**src/rtl/jt51_lfo_pkg.sv**
```systemverilog
// -----------------------------------------------------------------------------
// jt51_lfo_pkg
// Shared definitions for the LFO register front-end.
//
// Contents:
//   - CPU register addresses of the LFO block
//   - LFO waveform encodings
//   - default length of the write busy window
// -----------------------------------------------------------------------------
package jt51_lfo_pkg;

    localparam logic [7:0] LFO_TEST   = 8'h01;
    localparam logic [7:0] LFO_LFRQ   = 8'h18;
    localparam logic [7:0] LFO_DEPTH  = 8'h19;
    localparam logic [7:0] LFO_WAVE   = 8'h1B;
    localparam logic [7:0] LFO_STATUS = 8'hFF;

    typedef enum logic [1:0] {
        SAW    = 2'd0,
        SQUARE = 2'd1,
        TRI    = 2'd2,
        NOISE  = 2'd3
    } lfo_wave_e;

    localparam int unsigned BUSY_CYC_DEF = 64;

endpackage

```
**src/rtl/jt51_lfo_busy.sv**
```systemverilog
// -----------------------------------------------------------------------------
// jt51_lfo_busy
// Write acceptance and busy window. A write is accepted whenever wr is high
// and the window is closed, regardless of cen. The window then stays open
// for BUSY_CYC cen cycles.
//
// Ports:
//   i_clk     in   system clock
//   i_rst     in   asynchronous active-high reset
//   i_cen     in   clock enable for the window countdown
//   i_wr      in   single-clk write strobe
//   o_accept  out  combinational: this clk's write is taken
//   o_busy    out  registered busy flag
// -----------------------------------------------------------------------------
module jt51_lfo_busy
    import jt51_lfo_pkg::*;
#(
    parameter int unsigned BUSY_CYC = BUSY_CYC_DEF
) (
    input  logic i_clk,
    input  logic i_rst,
    input  logic i_cen,
    input  logic i_wr,
    output logic o_accept,
    output logic o_busy
);

    logic [7:0] r_cnt;
    logic       r_busy;

    assign o_accept = i_wr & ~r_busy;
    assign o_busy   = r_busy;

    // busy falls on the same cen edge that takes the count from 1 to 0,
    // so the flag is high for exactly BUSY_CYC cen cycles.
    always_ff @(posedge i_clk or posedge i_rst) begin
        if (i_rst) begin
            r_cnt  <= '0;
            r_busy <= 1'b0;
        end else if (o_accept) begin
            r_cnt  <= 8'(BUSY_CYC);
            r_busy <= 1'b1;
        end else if (r_busy && i_cen) begin
            r_cnt <= r_cnt - 8'd1;
            if (r_cnt == 8'd1) begin
                r_busy <= 1'b0;
            end
        end
    end

endmodule

```
**src/rtl/jt51_lfo_ctrl.sv**
```systemverilog
// -----------------------------------------------------------------------------
// jt51_lfo_ctrl
// Register front-end and timing sequencer for the LFO datapath. Decodes CPU
// writes, stages frequency/waveform until the per-sample zero pulse, and
// generates that pulse from a slot counter.
//
// Optional build macro: JT51_LFO_READBACK_EN (combinational readback mux on
// rd_dout; otherwise rd_dout is tied to zero).
//
// Ports:
//   clk, rst     clock, asynchronous active-high reset
//   cen          clock enable for slot counter and busy countdown
//   wr/addr/din  CPU write strobe, register address, write data
//   busy         write window open; writes dropped while high
//   zero         one-clk pulse once per sample
//   lfo_rst      LFO reset level (register 0x01 bit 1)
//   lfo_freq     committed LFRQ
//   lfo_amd      AM depth
//   lfo_pmd      PM depth
//   lfo_w        committed waveform
//   rd_dout      readback data
// -----------------------------------------------------------------------------
module jt51_lfo_ctrl
    import jt51_lfo_pkg::*;
#(
    parameter int unsigned BUSY_CYC = BUSY_CYC_DEF,
    parameter int unsigned SLOTS    = 32
) (
    input  logic       clk,
    input  logic       rst,
    input  logic       cen,
    input  logic       wr,
    input  logic [7:0] addr,
    input  logic [7:0] din,
    output logic       busy,
    output logic       zero,
    output logic       lfo_rst,
    output logic [7:0] lfo_freq,
    output logic [6:0] lfo_amd,
    output logic [6:0] lfo_pmd,
    output logic [1:0] lfo_w,
    output logic [7:0] rd_dout
);

    localparam logic [4:0] SLOT_LAST = 5'(SLOTS - 1);

    logic       w_accept;
    logic       w_busy;

    logic [4:0] r_slot;
    logic       r_zero;
    logic       r_lfo_rst;
    logic [7:0] r_freq_stg;
    lfo_wave_e  r_w_stg;
    logic [7:0] r_freq;
    lfo_wave_e  r_w;
    logic [6:0] r_amd;
    logic [6:0] r_pmd;

    jt51_lfo_busy #(
        .BUSY_CYC (BUSY_CYC)
    ) u_busy (
        .i_clk    (clk),
        .i_rst    (rst),
        .i_cen    (cen),
        .i_wr     (wr),
        .o_accept (w_accept),
        .o_busy   (w_busy)
    );

    // zero is recomputed every clk so it can never stretch past one clk,
    // even when cen is low on the clk following the wrap.
    always_ff @(posedge clk or posedge rst) begin
        if (rst) begin
            r_slot <= '0;
            r_zero <= 1'b0;
        end else begin
            r_zero <= cen && (r_slot == SLOT_LAST);
            if (cen) begin
                r_slot <= (r_slot == SLOT_LAST) ? '0 : r_slot + 5'd1;
            end
        end
    end

    // Staging and commit share one edge: a write landing on the zero clk
    // updates the stage while the commit still takes the previous value.
    always_ff @(posedge clk or posedge rst) begin
        if (rst) begin
            r_lfo_rst  <= 1'b0;
            r_freq_stg <= '0;
            r_w_stg    <= SAW;
            r_freq     <= '0;
            r_w        <= SAW;
            r_amd      <= '0;
            r_pmd      <= '0;
        end else begin
            if (w_accept) begin
                case (addr)
                    LFO_TEST:  r_lfo_rst  <= din[1];
                    LFO_LFRQ:  r_freq_stg <= din;
                    LFO_DEPTH: begin
                        if (din[7]) r_pmd <= din[6:0];
                        else        r_amd <= din[6:0];
                    end
                    LFO_WAVE:  r_w_stg    <= lfo_wave_e'(din[1:0]);
                    default:   ;
                endcase
            end
            if (r_zero) begin
                r_freq <= r_freq_stg;
                r_w    <= r_w_stg;
            end
        end
    end

    assign busy     = w_busy;
    assign zero     = r_zero;
    assign lfo_rst  = r_lfo_rst;
    assign lfo_freq = r_freq;
    assign lfo_amd  = r_amd;
    assign lfo_pmd  = r_pmd;
    assign lfo_w    = r_w;

`ifdef JT51_LFO_READBACK_EN
    always_comb begin
        rd_dout = 8'h00;
        case (addr)
            LFO_TEST:   rd_dout = {6'd0, r_lfo_rst, 1'b0};
            LFO_LFRQ:   rd_dout = r_freq;
            LFO_DEPTH:  rd_dout = {1'b0, r_amd};
            LFO_WAVE:   rd_dout = {6'd0, r_w};
            LFO_STATUS: rd_dout = {w_busy, 7'd0};
            default:    rd_dout = 8'h00;
        endcase
    end
`else
    assign rd_dout = 8'h00;
`endif

endmodule

```
**config.mk**
```make
export PLATFORM = sky130hd
export DESIGN_NAME = jt51_lfo_ctrl
export DESIGN_NICKNAME = d
export VERILOG_FILES = /design/src/rtl/jt51_lfo_pkg.sv /design/src/rtl/jt51_lfo_busy.sv /design/src/rtl/jt51_lfo_ctrl.sv
export SDC_FILE = /design/constraint.sdc
export NUM_CORES = 1
export LEC_CHECK = 0
export ABC_AREA = 1
export CORE_MARGIN = 8
export CORE_UTILIZATION = 50
export DETAILED_ROUTE_END_ITERATION = 10
export MAX_ROUTING_LAYER = met4
export PLACE_DENSITY_LB_ADDON = 0.1
export SYNTH_ARGS = -nofsm -noshare
export SYNTH_HDL_FRONTEND = slang
export SYNTH_HIERARCHICAL = 1
export SYNTH_SLANG_ARGS = --single-unit
```
**constraint.sdc**
```tcl
create_clock -name clk -period 1.7 [get_ports clk]
set_input_delay 0.34 -clock clk [delete_from_list [all_inputs] [get_ports clk]]
set_output_delay 0.34 -clock clk [all_outputs]
set_load 0.005 [all_outputs]
```
Word-level counts from Yosys, hierarchy flattened
Index checks and enable logic that the tools add are counted.
W data, S select, Z words.
{ "word_totals": {"reg_bits": 50, "inputBits": 20, "output_inout_bits": 35, "wordCells": 38} }
{ "classes": {"addsub": 2, "eq_ne": 6, "muxes": 6, "bitwise_logic": 3, "n_reduce_logical": 10} }
{ "op_table": {"columns": ["op", "n"], "rows": [
  ["$eq A8 B5 Y1 const B", 3],
  ["$eq A8 B1 Y1 const B", 2],
  ["$mux W8", 2],
  ["$reduce_and A2 Y1", 4],
  ["$sub A8 B1 Y8 const B", 1],
  ["$reduce_and A3 Y1", 2],
  ["$add A5 B1 Y5 const B", 1],
  ["$eq A5 B5 Y1 const B", 1],
  ["$mux W5", 1],
  ["$reduce_bool A2 Y1", 2],
  ["$mux W1", 3],
  ["$logic_and A1 B1 Y1", 2],
  ["$not A1 Y1", 2],
  ["$and A1 B1 Y1", 1]
]} }

Logic depth before layout (Yosys ltp)
{ "depth": {"ltp_word": 4, "depth_mapped": 7, "ltp_nobuf": 7} }

Hierarchy
The synthesis kept the hierarchy.
{ "modules_own_cells": {"columns": ["module", "instances", "cells_per_inst", "area_each_um2", "seq_area_each_um2"], "rows": [
  ["jt51_lfo_ctrl", 1, 196, 1918.1, 1026.0],
  ["jt51_lfo_busy", 1, 66, 524.3, 225.2]
]} }

Worst setup path after synthesis
Ideal clock, no wire load.
{ "synth_path": {"path_kind": "reg-to-reg", "startpoint": "register r_slot[0]", "endpoint": "register r_slot[0]", "setup_time_ns": 0.079, "arrival_time_ns": 1.269, "required_time_ns": 1.621, "path_slack_ns": 0.352, "path_stages_with_launch": 7, "n_path_buf": 0, "period_less_slack_ns": 1.348, "cell_sequence": "dfrtp_1 -> ha_1 -> inv_1 -> nor2_1 -> ha_1 -> or2_2 -> mux2i_1"} }
{ "synth_via": {"elab_chain_len": 2} }
{ "synth_rtl": {"columns": ["item", "line", "source"], "rows": [
  ["start: declaration", "jt51_lfo_ctrl.sv:50", "logic [4:0] r_slot;"],
  ["start signal: assignment", "jt51_lfo_ctrl.sv:80", "r_slot <= (r_slot == SLOT_LAST) ? '0 : r_slot + 5'd1;"],
  ["$add A5 B1 Y5 / $eq A5 B5 Y1 (equally long branches)", "jt51_lfo_ctrl.sv:80", null],
  ["$mux W5 (*)", "jt51_lfo_ctrl.sv:80", null]
]} }
Every way passes the cells marked *; elsewhere a longest branch is shown, timed or not.
A chain may end at the register's enable or synchronous reset.

Worst setup path after layout
{ "layout_path": {"startpoint": "register u_busy.r_busy, in the netlist u_busy/o_busy", "endpoint": "output busy"} }
{ "layout_lines": {"columns": ["item", "line", "source"], "rows": [
  ["start: declaration", "jt51_lfo_busy.sv:29", "logic r_busy;"],
  ["start signal: assignment", "jt51_lfo_busy.sv:39", "r_busy <= 1'b0;"],
  ["start signal: assignment", "jt51_lfo_busy.sv:42", "r_busy <= 1'b1;"],
  ["start signal: assignment", "jt51_lfo_busy.sv:46", "r_busy <= 1'b0;"],
  ["end: declaration", "jt51_lfo_ctrl.sv:35", "output logic busy,"]
]} }
No word-level cell between the ends.

==> impl.org <==
** Routing
- The first routing iteration left 113 violations.
- The detailed router placed roughly 1,900 vias in this run.
- Post-detailed-route count of antenna-violating nets :: 0
- WL final :: ~5200 um
- In the routed layout, each cell is associated on average with a via count of approximately 4.9.
- First-pass detailed-route iteration total :: 4
- DRC viols :: 0
- After detailed routing, the average wire length per cell comes to roughly 13 um.

** Floorplan
- In this run the core area contains 25 standard-cell rows.
- Ports placed on the boundary :: between 50 and 60
- In this run the vertical extent of the chip is 85.9 um.
- After floorplanning, the core was sized to cover 4720 um2.
- Die area :: roughly 7400 um2
- Width of the die :: between 80 and 90 um
- Starting Density :: between 50 and 60%

** Global route
- Global-route total usage across every layer :: ~15%
- The via count of the first global-routing pass came to 1,865.
- Entering global routing, the biggest net connects 29 pins.
- After global routing the overflow that remains totals 0.
- The first global-routing pass estimated slightly below 9000 um of wire.
- The initial antenna violation count was 0.

** Worst setup path
- Dominant delay contributor by cell family on the critical path :: buffers and inverters
- Required time reported for the critical path endpoint :: roughly 1.4 ns
- Counting both buffers and inverters, the worst setup path holds a total of 1.
- The critical path is of the reg2out type.
- CP Capture Type :: output pin
- Data arrives at the worst endpoint at 1.29 ns.
- Top fanout value on the critical path :: 5
- The largest individual stage delay along the critical path comes from the cell clkdlybuf4s50_1.
- Critical-path cell list :: clkdlybuf4s50_1
- Delay of the slowest critical-path stage :: about 0.54 ns
- Crit start category :: flip-flop

** Cells and area
- Final std cell area, no fill :: between 3000 and 4000 um2
- The number of antenna diodes in the final layout is 0.
- The area growth from synthesis to layout is 27.3%.
- Final standard cell count with taps included and fillers excluded :: ~390
- Most common library cell in the layout ignoring fill and taps :: nand2_1
- The filler cells instantiated in the layout total 396.
- Final layout net count :: approximately 350
- Cells fill ~66% of the core in the end.
- Cells with a size suffix above 1 make up 17.7% of the layout.
- Leaving out fill and tap cells, the most frequent cells in the layout are nand2_1, dfrtp_1, clkdlybuf4s50_1, nand4_1, inv_1.

** CTS
- The clock drives 50 sinks.
- Clock tree from TritonCTS :: yes
- Max Root-Sink Buffers :: 2
- Clock input transition at the sequential cells of the worst setup and hold paths :: around 0.09 ns
- Total CTS buffers :: 5
- Buffers added to address setup during post-CTS repair amount to 0.
- The H-tree was split into 2 levels.
- Cell at the root of the clock tree :: clkbuf_8
- Clock network latency to the later pin of the worst-skew pair :: just over 0.3 ns
- Gates resized during post-CTS repair numbered 0.
- Number of buffers added to fix hold violations after cts :: 0

** Place
- Cell area after placement :: ~3000 um2
- Post-Place Setup Slack :: -0.128 ns
- Number of placed instances with taps included :: between 300 and 400
- The HPWL after detailed placement is between 4000 and 5000 um.
- Final estimated routing congestion in global placement :: 0.791
- Port Buf Inserts :: 46

** STA
- Upper clock frequency limit :: 0.614 GHz
- Setup violations remaining at the end of the flow were counted as 0.
- Post-route worst hold slack :: around 0.34 ns
- Final count of pins violating max slew :: 0
- Final min period :: roughly 1.6 ns
- Final worst-path setup slack :: around 0.07 ns
- For the final routed database, the setup TNS stands at 0 ns.
- The number of failing hold endpoints at the final stage came to 0.
- Max Clock Skew :: 0.00388 ns
- Setup repair after global routing left no endpoint under its margin.
- Period utilisation layout :: between 90% and 100%

** Power
- The design draws ~2.9 mW.
- VDD sags by at most 0.596 mV.
- In this run the static leakage power is between 1.5 and 2 nW.
- Power spread over the standard cell area amounts to approximately 930 nW/um2.

** Logic synthesis
- Sequential fraction of the synthesis area :: roughly half
- A synthesized cell averages slightly above 9 um2.
- Synthesis handed over a netlist of around 260 instances.
- After synthesis the netlist holds a flip-flop and latch count of 50.
- Cell variety after synth :: 28
- Sorting the synthesized cells by area gives the leading types as dfrtp_1, nand2_1, nand4_1, mux2_2, inv_1.
- Of all cell types, the one taking the most synthesized area is dfrtp_1.
- Cell Area, Synth :: approximately 2400 um2
- Summed over its instances, the top area cell type makes up about 50% of the synthesized netlist area.
- Total of warnings raised by yosys :: 6

** Hold path
- Path type of the worst min-delay path :: in2async

** Run
- Number of max-cap violations :: 0

** Run status
- The flow ran to the end, and the final reports show no timing, DRC or antenna violations.
==> worst register-to-register path, cell delays in order (launching register included) <==
cell and delay (ns):
dfrtp_1 0.42, ha_1 0.23, inv_1 0.08, nor2_1 0.05, ha_1 0.18, or2_2 0.30
mux2i_1 0.13
==> worst paths after layout <==
check	startpoint	endpoint	slack [ns]	cells after the start
min reg2reg	lfo_pmd[2]$_DFFE_PP0P_	lfo_pmd[2]$_DFFE_PP0P_	0.47	2
min in group clk	lfo_pmd[2]$_DFFE_PP0P_	lfo_pmd[2]$_DFFE_PP0P_	0.47	2
min	rst	u_busy/r_cnt[2]$_DFFE_PP0P_	0.34	2
max	u_busy/o_busy$_DFFE_PP0P_	busy	0.07	1
max reg2reg	r_slot[0]$_DFFE_PP0P_	r_slot[0]$_DFFE_PP0P_	0.25	6
max in group asynchronous	rst	lfo_pmd[3]$_DFFE_PP0P_	0.98	3
==> routing by layer <==
layer	part of all wire [%]	GRT usage [%]
met1	43	17.3
met2	51	25.7
met3	5.5	3.82
met4	1.4	6.21
met5	0	-
==> layout make-up <==
| cell class | count | area, um2 | area share [%] |
|---|---|---|---|
| flip-flops and latches | 50 | 1250 | 40.2 |
| multi-input cells | 179 | 1010 | 32.5 |
| repair buffers | 58 | 551 | 17.7 |
| inverters | 27 | 101 | 3.26 |
| well taps | 67 | 83.8 | 2.70 |
| clock buffers | 5 | 68.8 | 2.21 |
| clock inverters | 3 | 43.8 | 1.41 |
==> kinds of logic (layout without fill, tap and decap cells) <==
logic type | Yosys count | after routing | share of synthesized area [%]
other cells | 1 | 8 | 0.154
compound gates | 10 | 10 | 2.15
simple gates | 146 | 146 | 30.9
fa+ha+maj | 4 | 4 | 2.05
mux | 11 | 11 | 5.02
buf+inv | 40 | 93 | 8.50
flops | 50 | 50 | 51.2
==> state kept, by name, indices dropped and copies added, names as in the netlist <==
signal	count
lfo_freq	8
r_freq_stg	8
u_busy/r_cnt	8
lfo_amd	7
lfo_pmd	7
r_slot	5
lfo_w	2
r_w_stg	2
lfo_rst	1
u_busy/o_busy	1
zero	1
==> power by group <==
part / leakage [nW] / switching [mW] / total [mW] / internal (mW)
Sequential: 0.667 / 0.139 / 1.47 / 1.33
Clock: 0.0585 / 0.407 / 0.848 / 0.441
Combinational: 0.882 / 0.342 / 0.589 / 0.247
==> Yosys cell counts, drive strengths merged <==
library cell and count:
dfrtp 50, or2 1, nand2 82, mux2 10, mux2i 1, ha 4
o22ai 1, inv 27, conb 1, nor3 3, nor2 22, a31oi 1
nand3 11, a21oi 2, buf 13, nand3b 1, o21ai 6, nand4 26
Power figures use the tool's default switching activity.
